===== src/rtl/mport_bank_loader_pkg.sv =====
// ---------------------------------------------------------------------------
// mport_bank_loader_pkg
// Shared constants and types for the multi-port bank loader.
//   ADDR_W  : per-bank word address width
//   DATA_W  : word width
//   NBANKS  : number of banks (fixed at four)
//   LIN_W   : linear word address width ({bank field, address field})
//   CNT_W   : job word-count width (0..65536 needs 17 bits)
//   state_t : loader FSM states
// ---------------------------------------------------------------------------
package mport_bank_loader_pkg;

    localparam int ADDR_W = 14;
    localparam int DATA_W = 32;
    localparam int NBANKS = 4;
    localparam int BANK_W = 2;
    localparam int LIN_W  = 16;
    localparam int CNT_W  = 17;

    typedef enum logic [1:0] {
        ST_IDLE = 2'd0,
        ST_LOAD = 2'd1,
        ST_DONE = 2'd2
    } state_t;

endpackage


===== src/rtl/mport_addr_map.sv =====
// ---------------------------------------------------------------------------
// mport_addr_map
// Combinational translation of a linear word address into a bank select
// and a per-bank word address.
//   lin        : linear word address
//   interleave : 1 = consecutive words rotate across banks,
//                0 = each bank holds one contiguous quarter of the space
//   bank       : selected bank
//   addr       : word address inside the selected bank
// ---------------------------------------------------------------------------
module mport_addr_map
    import mport_bank_loader_pkg::*;
(
    input  logic [LIN_W-1:0]  lin,
    input  logic              interleave,
    output logic [BANK_W-1:0] bank,
    output logic [ADDR_W-1:0] addr
);

    // Interleaved mode takes the bank from the low bits so neighbouring words
    // land in different banks; contiguous mode takes it from the top bits.
    always_comb begin
        if (interleave) begin
            bank = lin[BANK_W-1:0];
            addr = lin[LIN_W-1:BANK_W];
        end else begin
            bank = lin[LIN_W-1:LIN_W-BANK_W];
            addr = lin[ADDR_W-1:0];
        end
    end

endmodule


===== src/rtl/mport_bank_loader.sv =====
// ---------------------------------------------------------------------------
// mport_bank_loader
// Accepts a job descriptor (start address, word count, bank mapping mode),
// then streams incoming words into four independent bank write ports at one
// word per cycle. Each accepted word produces a single registered write on
// the owning bank in the following cycle.
//   clk, reset                   : clock, synchronous active-high reset
//   cfg_valid/cfg_ready          : job descriptor handshake
//   cfg_start/count/interleave   : job descriptor fields
//   abort                        : drop the job currently loading
//   in_valid/in_ready/in_data    : input word stream
//   portN_we/waddr/wdata         : registered write port for bank N
//   busy                         : job is loading
//   done                         : one-cycle pulse on normal completion
//   words_written                : words accepted in current/last job
// ---------------------------------------------------------------------------
module mport_bank_loader #(
    parameter int ADDR_W = mport_bank_loader_pkg::ADDR_W,
    parameter int DATA_W = mport_bank_loader_pkg::DATA_W,
    parameter int NBANKS = mport_bank_loader_pkg::NBANKS
) (
    input  logic              clk,
    input  logic              reset,
    input  logic              cfg_valid,
    output logic              cfg_ready,
    input  logic [15:0]       cfg_start,
    input  logic [16:0]       cfg_count,
    input  logic              cfg_interleave,
    input  logic              abort,
    input  logic              in_valid,
    output logic              in_ready,
    input  logic [DATA_W-1:0] in_data,
    output logic              port0_we,
    output logic [ADDR_W-1:0] port0_waddr,
    output logic [DATA_W-1:0] port0_wdata,
    output logic              port1_we,
    output logic [ADDR_W-1:0] port1_waddr,
    output logic [DATA_W-1:0] port1_wdata,
    output logic              port2_we,
    output logic [ADDR_W-1:0] port2_waddr,
    output logic [DATA_W-1:0] port2_wdata,
    output logic              port3_we,
    output logic [ADDR_W-1:0] port3_waddr,
    output logic [DATA_W-1:0] port3_wdata,
    output logic              busy,
    output logic              done,
    output logic [16:0]       words_written
);

    import mport_bank_loader_pkg::*;

    state_t              state_q, state_d;
    logic [LIN_W-1:0]    lin_q, lin_d;
    logic [CNT_W-1:0]    remaining_q, remaining_d;
    logic                interleave_q, interleave_d;
    logic [CNT_W-1:0]    words_written_q, words_written_d;
    logic [NBANKS-1:0]   we_q, we_d;
    logic [ADDR_W-1:0]   waddr_q [NBANKS];
    logic [ADDR_W-1:0]   waddr_d [NBANKS];
    logic [DATA_W-1:0]   wdata_q [NBANKS];
    logic [DATA_W-1:0]   wdata_d [NBANKS];

    logic [BANK_W-1:0]   map_bank;
    logic [ADDR_W-1:0]   map_addr;
    logic                cfg_fire;
    logic                accept;

    mport_addr_map u_addr_map (
        .lin        (lin_q),
        .interleave (interleave_q),
        .bank       (map_bank),
        .addr       (map_addr)
    );

    // Abort masks in_ready so that no word is taken in the cycle the job is
    // being dropped.
    assign cfg_ready = (state_q == ST_IDLE);
    assign in_ready  = (state_q == ST_LOAD) && !abort;
    assign cfg_fire  = cfg_valid && cfg_ready;
    assign accept    = in_valid && in_ready;

    // Next-state and datapath update. Write strobes default low every cycle;
    // address/data registers hold their previous contents unless a word for
    // that bank is accepted.
    always_comb begin
        state_d         = state_q;
        lin_d           = lin_q;
        remaining_d     = remaining_q;
        interleave_d    = interleave_q;
        words_written_d = words_written_q;
        we_d            = '0;
        waddr_d         = waddr_q;
        wdata_d         = wdata_q;

        case (state_q)
            ST_IDLE: begin
                if (cfg_fire) begin
                    words_written_d = '0;
                    if (cfg_count == '0) begin
                        state_d = ST_DONE;
                    end else begin
                        lin_d        = cfg_start;
                        remaining_d  = cfg_count;
                        interleave_d = cfg_interleave;
                        state_d      = ST_LOAD;
                    end
                end
            end
            ST_LOAD: begin
                if (abort) begin
                    state_d = ST_IDLE;
                end else if (accept) begin
                    we_d[map_bank]    = 1'b1;
                    waddr_d[map_bank] = map_addr;
                    wdata_d[map_bank] = in_data;
                    lin_d             = lin_q + 1'b1;
                    remaining_d       = remaining_q - 1'b1;
                    words_written_d   = words_written_q + 1'b1;
                    if (remaining_q == CNT_W'(1)) begin
                        state_d = ST_DONE;
                    end
                end
            end
            ST_DONE: begin
                state_d = ST_IDLE;
            end
            default: begin
                state_d = ST_IDLE;
            end
        endcase
    end

    // Register bank. Reset also clears a write strobe that would otherwise
    // appear in the cycle after reset.
    always_ff @(posedge clk) begin
        if (reset) begin
            state_q         <= ST_IDLE;
            lin_q           <= '0;
            remaining_q     <= '0;
            interleave_q    <= 1'b0;
            words_written_q <= '0;
            we_q            <= '0;
            for (int i = 0; i < NBANKS; i++) begin
                waddr_q[i] <= '0;
                wdata_q[i] <= '0;
            end
        end else begin
            state_q         <= state_d;
            lin_q           <= lin_d;
            remaining_q     <= remaining_d;
            interleave_q    <= interleave_d;
            words_written_q <= words_written_d;
            we_q            <= we_d;
            for (int i = 0; i < NBANKS; i++) begin
                waddr_q[i] <= waddr_d[i];
                wdata_q[i] <= wdata_d[i];
            end
        end
    end

    assign busy          = (state_q == ST_LOAD);
    assign done          = (state_q == ST_DONE);
    assign words_written = words_written_q;

    assign port0_we    = we_q[0];
    assign port0_waddr = waddr_q[0];
    assign port0_wdata = wdata_q[0];
    assign port1_we    = we_q[1];
    assign port1_waddr = waddr_q[1];
    assign port1_wdata = wdata_q[1];
    assign port2_we    = we_q[2];
    assign port2_waddr = waddr_q[2];
    assign port2_wdata = wdata_q[2];
    assign port3_we    = we_q[3];
    assign port3_waddr = waddr_q[3];
    assign port3_wdata = wdata_q[3];

endmodule


===== config.mk =====
export PLATFORM = sky130hd
export DESIGN_NAME = mport_bank_loader
export DESIGN_NICKNAME = d
export VERILOG_FILES = /design/src/rtl/mport_bank_loader_pkg.sv /design/src/rtl/mport_addr_map.sv /design/src/rtl/mport_bank_loader.sv
export SDC_FILE = /design/constraint.sdc
export NUM_CORES = 1
export LEC_CHECK = 0
export ABC_AREA = 1
export BUFFER_PORTS_ARGS = -buffer_cell sky130_fd_sc_hd__buf_2
export CAP_MARGIN = 20
export CORE_MARGIN = 1
export CORE_UTILIZATION = 45
export CTS_CLUSTER_SIZE = 30
export DETAILED_ROUTE_END_ITERATION = 12
export GPL_ROUTABILITY_DRIVEN = 0
export PLACE_DENSITY = 0.77
export SYNTH_ARGS = -nofsm -noshare
export SYNTH_HDL_FRONTEND = slang
export SYNTH_SLANG_ARGS = --single-unit

===== constraint.sdc =====
create_clock -name clk -period 1.7 [get_ports clk]
set_input_delay 0.34 -clock clk [delete_from_list [all_inputs] [get_ports clk]]
set_output_delay 0.34 -clock clk [all_outputs]
set_load 0.005 [all_outputs]

; ---- After elaboration in Yosys (flattened, before gate mapping)
; Index checks and enable logic that the tools add are counted.
[op_classes]
add_sub_neg = 3
n_mul = 0
n_div = 0
n_lt_le_gt_ge = 4
n_eq_ne = 9
shifts = 0
muxes = 30
bitwise = 5
n_reduce_logical = 15
[ops]
columns = cell, n
row1 = $bwmux W128, 1
row2 = $mux W17, 7
row3 = $pmux W17 S2, 2
row4 = $demux W32 S2, 1
row5 = $mux W16, 4
row6 = $bwmux W56, 1
row7 = $mux W32, 1
row8 = $pmux W16 S2, 1
row9 = $demux W14 S2, 1
row10 = $mux W14, 2
row11 = $add A17 B1 Y17 const B, 1
row12 = $eq A17 B1 Y1 const B, 1
row13 = $logic_not A17 Y1, 1
row14 = $sub A17 B1 Y17 const B, 1
row15 = $add A16 B1 Y16 const B, 1
row16 = $mux W2, 6
row17 = $reduce_and A3 Y1, 3
row18 = $ne A3 B2 Y1 const B, 2
row19 = $logic_and A1 B1 Y1, 5
row20 = $reduce_and A5 Y1, 1
row21 = $ne A2 B1 Y1 const B, 2
row22 = $ne A2 B2 Y1 const B, 2
row23 = $not A1 Y1, 4
row24 = $pmux W2 S2, 1
row25 = other kinds (14), 14
[word_totals]
reg_bits = 241
latch_bits = 0
ram_bits = 0
rom_bits = 0
inputBits = 71
output_inout_bits = 209
word_cells = 80
n_memories = 0

; ---- Depth between registers and ports, before layout
[depth]
word_depth = 7
depth_mapped = 12
ltp_nobuf = 12

; ---- Modules after synthesis
; Synthesis repeated with hierarchy kept, for this count alone.
[hier_totals]
hier_cells = 1452
area_unflattened_um2 = 10301.1
[modules_own_cells]
columns = module, instances, cells_each, area_each_um2, seq_area_each_um2
row1 = mport_bank_loader, 1, 1400, 10017.1, 4824.6
row2 = mport_addr_map, 1, 52, 284.0, 0.0

; ---- Worst setup path after synthesis
; No wires, ideal clock.
[synth_timing]
kind = input to register
from = in cfg_count[9]
to = reg remaining_q[5]
setup_time_ps = 128
t_arrival_ps = 1355
required_time_ps = 1572
path_slack_ps = 217
path_stages = 8
path_buffers = 1
cell_sequence = or2_0 > nor2_1 > nand3_1 > nand2_1 > inv_2 > buf_2 > o21ai_0 > nor2_1
[synth_via]
elab_chain_cells = 3
[synth_rtl]
columns = element, line
row1 = from (decl), mport_bank_loader.sv:27  ; input logic [16:0] cfg_count,
row2 = $logic_not A17 Y1, mport_bank_loader.sv:99  ; if (cfg_count == '0) begin
row3 = $ne A2 B2 Y1 (no line), n/a
row4 = $reduce_and A5 Y1 (no line), n/a
row5 = to (signal assigned), mport_bank_loader.sv:150  ; remaining_q <= remaining_d;
row6 = to (decl), mport_bank_loader.sv:54  ; logic [CNT_W-1:0] remaining_q, remaining_d;
; No other way between the ends.
; A chain may end at the register's enable or synchronous reset.

; ---- Worst setup path in the final report
[layout_timing]
from = reg state_q[1]
to = out in_ready
[layout_via]
elab_chain_cells = 2
[layout_rtl]
columns = element, line
row1 = from (decl), mport_bank_loader.sv:52  ; state_t state_q, state_d;
row2 = from (signal assigned), mport_bank_loader.sv:148  ; state_q <= state_d;
row3 = $eq A2 B1 Y1, mport_bank_loader.sv:78  ; assign in_ready = (state_q == ST_LOAD) && !abort;
row4 = $logic_and A1 B1 Y1, mport_bank_loader.sv:78
row5 = to (decl), mport_bank_loader.sv:31  ; output logic in_ready,
; No other way between the ends.

==> results.md <==
- per-instance average area after synthesis: 6.988 um^2
- fraction of layout cells with a size suffix above 1: 0.2467
- worst clock skew: 15.59 ps
- worst slack on hold paths: 111.2 ps
- CP max-delay cell: dfxtp_4
- number of antenna violations at the first check in global routing: 0
- part of the total power dissipated in the clock network: 0.433
- DR vias: 10680
- final worst path period need: 1685 ps
- worst-path maximum fanout: 3
- cell breakdown of the critical path: inv_2 -> nand2_2 -> buf_8 -> nor2_4 -> buf_2
- net switching share of the total power: 0.2492
- Worst Setup Path Type: register to output pin
- quantity of I/O buffers inserted on ports: 279
- Final Net Count: 1801
- HPWL after DPL: 22.01 mm
- number of max-slew violations in the final report: 0
- remaining routing DRC violations: 0
- sequential cell fraction of total power: 0.450
- headroom to the max-slew limit: 0.5393
- total of max-cap violations: 0
- CP Data Arrival Time: 1350 ps
- FF+latch count, synth: 241
- Synthesized Nets: 1509
- switching power: 3.267 mW
- setup repair after global routing missed its margin: true
- number of search-and-repair iterations in the first detailed-routing pass: 5
- DR iter-0 viols: 753
- worst min path class: input pin to register
- fraction of synthesized cell area taken by the top area cell type: 0.4815
- first-pass GRT wire length: 48.25 mm
- Internal Power: 9.846 mW
- Sinks on Clock Net: 241
- share of the yosys chip area belonging to registers: 0.4815
- core outline area: 21820 um^2
- residual antenna-violating net count after detailed routing: 0
- H-tree level count: 1
- area overhead of the layout relative to synthesis: 30.82%
- overall routing resource usage: 0.2627
- cell types with the largest area share after synthesis: dfxtp_1 (48%), nor2_1 (14%), o21ai_0 (8.6%)
- run status: complete, no violations
- Clock Tree Buf Depth: 3
- dpl cell area: 12100 um^2
- slew at the pin closest to its max-slew limit: 683.9 ps
- Setup crit start kind: register
- combined area of all synthesized cells: 10020 um^2
- largest area contributor in the synthesized netlist: dfxtp_1
- Fin. Hold Viols: 0
- routed wire length: 31.54 mm
- maximum number of pins on one net before global-route repair: 71
- logic gate share of total power: 0.117
- kind of end point of the critical path: output pin
- maximum cell stage delay along the critical path: 360 ps
- power density cells: 1000 nW/um^2
- highest achievable clock rate: 593.3 MHz
- CTS Hold Bufs: 0
- vias in the first global route: 9425
- data required time at the worst endpoint: 1360 ps
- Finished Cell Area: 13110 um^2
- average wire length per cell after detail routing: 15.59 um
- Clock transition at path regs: 60 ps
- initial core utilization: 0.4592
- most common cell after layout, fill and taps aside: nor2_1
- global-route congestion overflow total: 0
- per-cell via count in the routed design: 5.279
- number of warnings reported in the yosys synthesis log: 0
- Die H: 151.2 um
- number of instances in the synthesized netlist: 1434
- commonest cells after routing, fill and taps aside: nor2_1 (379), buf_2 (279), dfxtp_1 (235)
- Post-synth EDFFs: 0
- Final Setup Violations: 0
- PnR Total Power: 13.11 mW
- Final Cycle Share: 0.9914
- Filler Cells Inserted: 2010
- die boundary width: 151.2 um
- TritonCTS clock tree: built
- worst supply voltage drop on vdd: 852.1 uV
- Static Leak: 5.915 nW
- total number of placement rows: 54
- number of I/O pins: 280
- antenna cells: 0
- number of distinct library cells after synthesis: 34
- insertion delay of the later-clocked pin in the worst-skew pair: 510 ps
- CTS Root Cell: clkbuf_16
- Inserted Clock Buffers: 25
- predominant post-synthesis flop cell: dfxtp_1
- die outline area: 22870 um^2
- share of flip-flops with an asynchronous set or reset after synthesis: 0
cell usage after synthesis, types with 5 or more instances:
cell type,instances
nand4_1,15
o21ai_1,23
a21oi_1,86
inv_2,5
clkbuf_1,38
nand3_1,91
buf_2,40
nor2_1,387
nor3_1,7
nand2_1,225
inv_1,62
o21ai_0,172
or2_2,7
dfxtp_1,241
cells by family (layout without fill, tap and decap cells):
logic type | count (synthesis) | in the layout | synth area share
AOI/OAI and AO/OA | 294 | 294 | 0.1501
adders and majority gates | 4 | 4 | 0.004995
and+or+nand+nor | 742 | 742 | 0.2997
buffers and inverters | 153 | 462 | 0.06380
DFF | 241 | 241 | 0.4815
registers in the layout, summed over array words and instances, names as in the netlist, 16 cells and up:
signal	count
port0_wdata	32
port1_wdata	32
port2_wdata	32
port3_wdata	32
remaining_q	17
words_written	17
lin_q	16
routing by layer:
metal / wire length, um / global-route usage / share of wire
met4: 701 / 0.08100 / 0.022
met2: 15370 / 0.4621 / 0.49
met5: 0 / 0 / 0
met1: 12910 / 0.3278 / 0.41
met3: 2562 / 0.03916 / 0.081
power groups by stage:
stage	Sequential, mW	Combinational, mW	Clock (mW)
2_1_floorplan	6.00	0.846	0
3_3_place_gp	6.02	1.42	0
3_5_place_dp	6.02	1.44	0
4_1_cts	5.90	1.50	5.75
5_1_grt	5.92	1.69	5.98
6_report	5.91	1.53	5.68
final cells by class:
type / count / area (um^2) / share of cell area
Sequential cell: 241 / 4835 / 0.3688
Inverter: 68 / 257.7 / 0.01966
Timing Repair Buffer: 350 / 2191 / 0.1671
Clock buffer: 36 / 706.9 / 0.05393
Clock inverter: 8 / 142.6 / 0.01088
Multi-Input combinational cell: 1040 / 4626 / 0.3529
Tap cell: 280 / 350.3 / 0.02673
repair_timing:
item / in CTS / in global routing
endpoints found under the setup margin: 6 / 54
buffers inserted: 2 / 1
pin swaps: 1 / 2
cloned: 2 / 0
resized for setup: 9 / 20
path summary, 6_finish.rpt:
path                       start              to  slack (ps)  depth (start not counted)
setup / recovery      state_q[1]        in_ready          10                          5
hold / removal        in_data[2]  port1_wdata[2]         110                          3
setup reg to reg        lin_q[0]        lin_q[6]          80                         10
hold reg to reg   port0_wdata[2]  port0_wdata[2]         460                          2
metrics by stage:
| step | setup WS [ps] | util | instances | setup TNS, ps |
|---|---|---|---|---|
| global placement | 11.36 | 0.5545 | 1974 | 0 |
| finish | 14.56 | 0.6007 | 2023 | 0 |
| detailed placement | -9.332 | 0.5545 | 1974 | -25.63 |
| floorplan | 217.5 | - | 1434 | 0 |
| global route | -62.10 | 0.6007 | 2023 | -182.9 |
| CTS | -0.1715 | 0.5982 | 2022 | -0.1715 |
critical path, delay by kind of cell (launching register included):
kind	cells	cell delay [ps]
AND/OR/NAND/NOR	2	160
buffers and inverters	3	320
flip-flops	1	360
No activity file was read; power rests on OpenSTA's default activity.
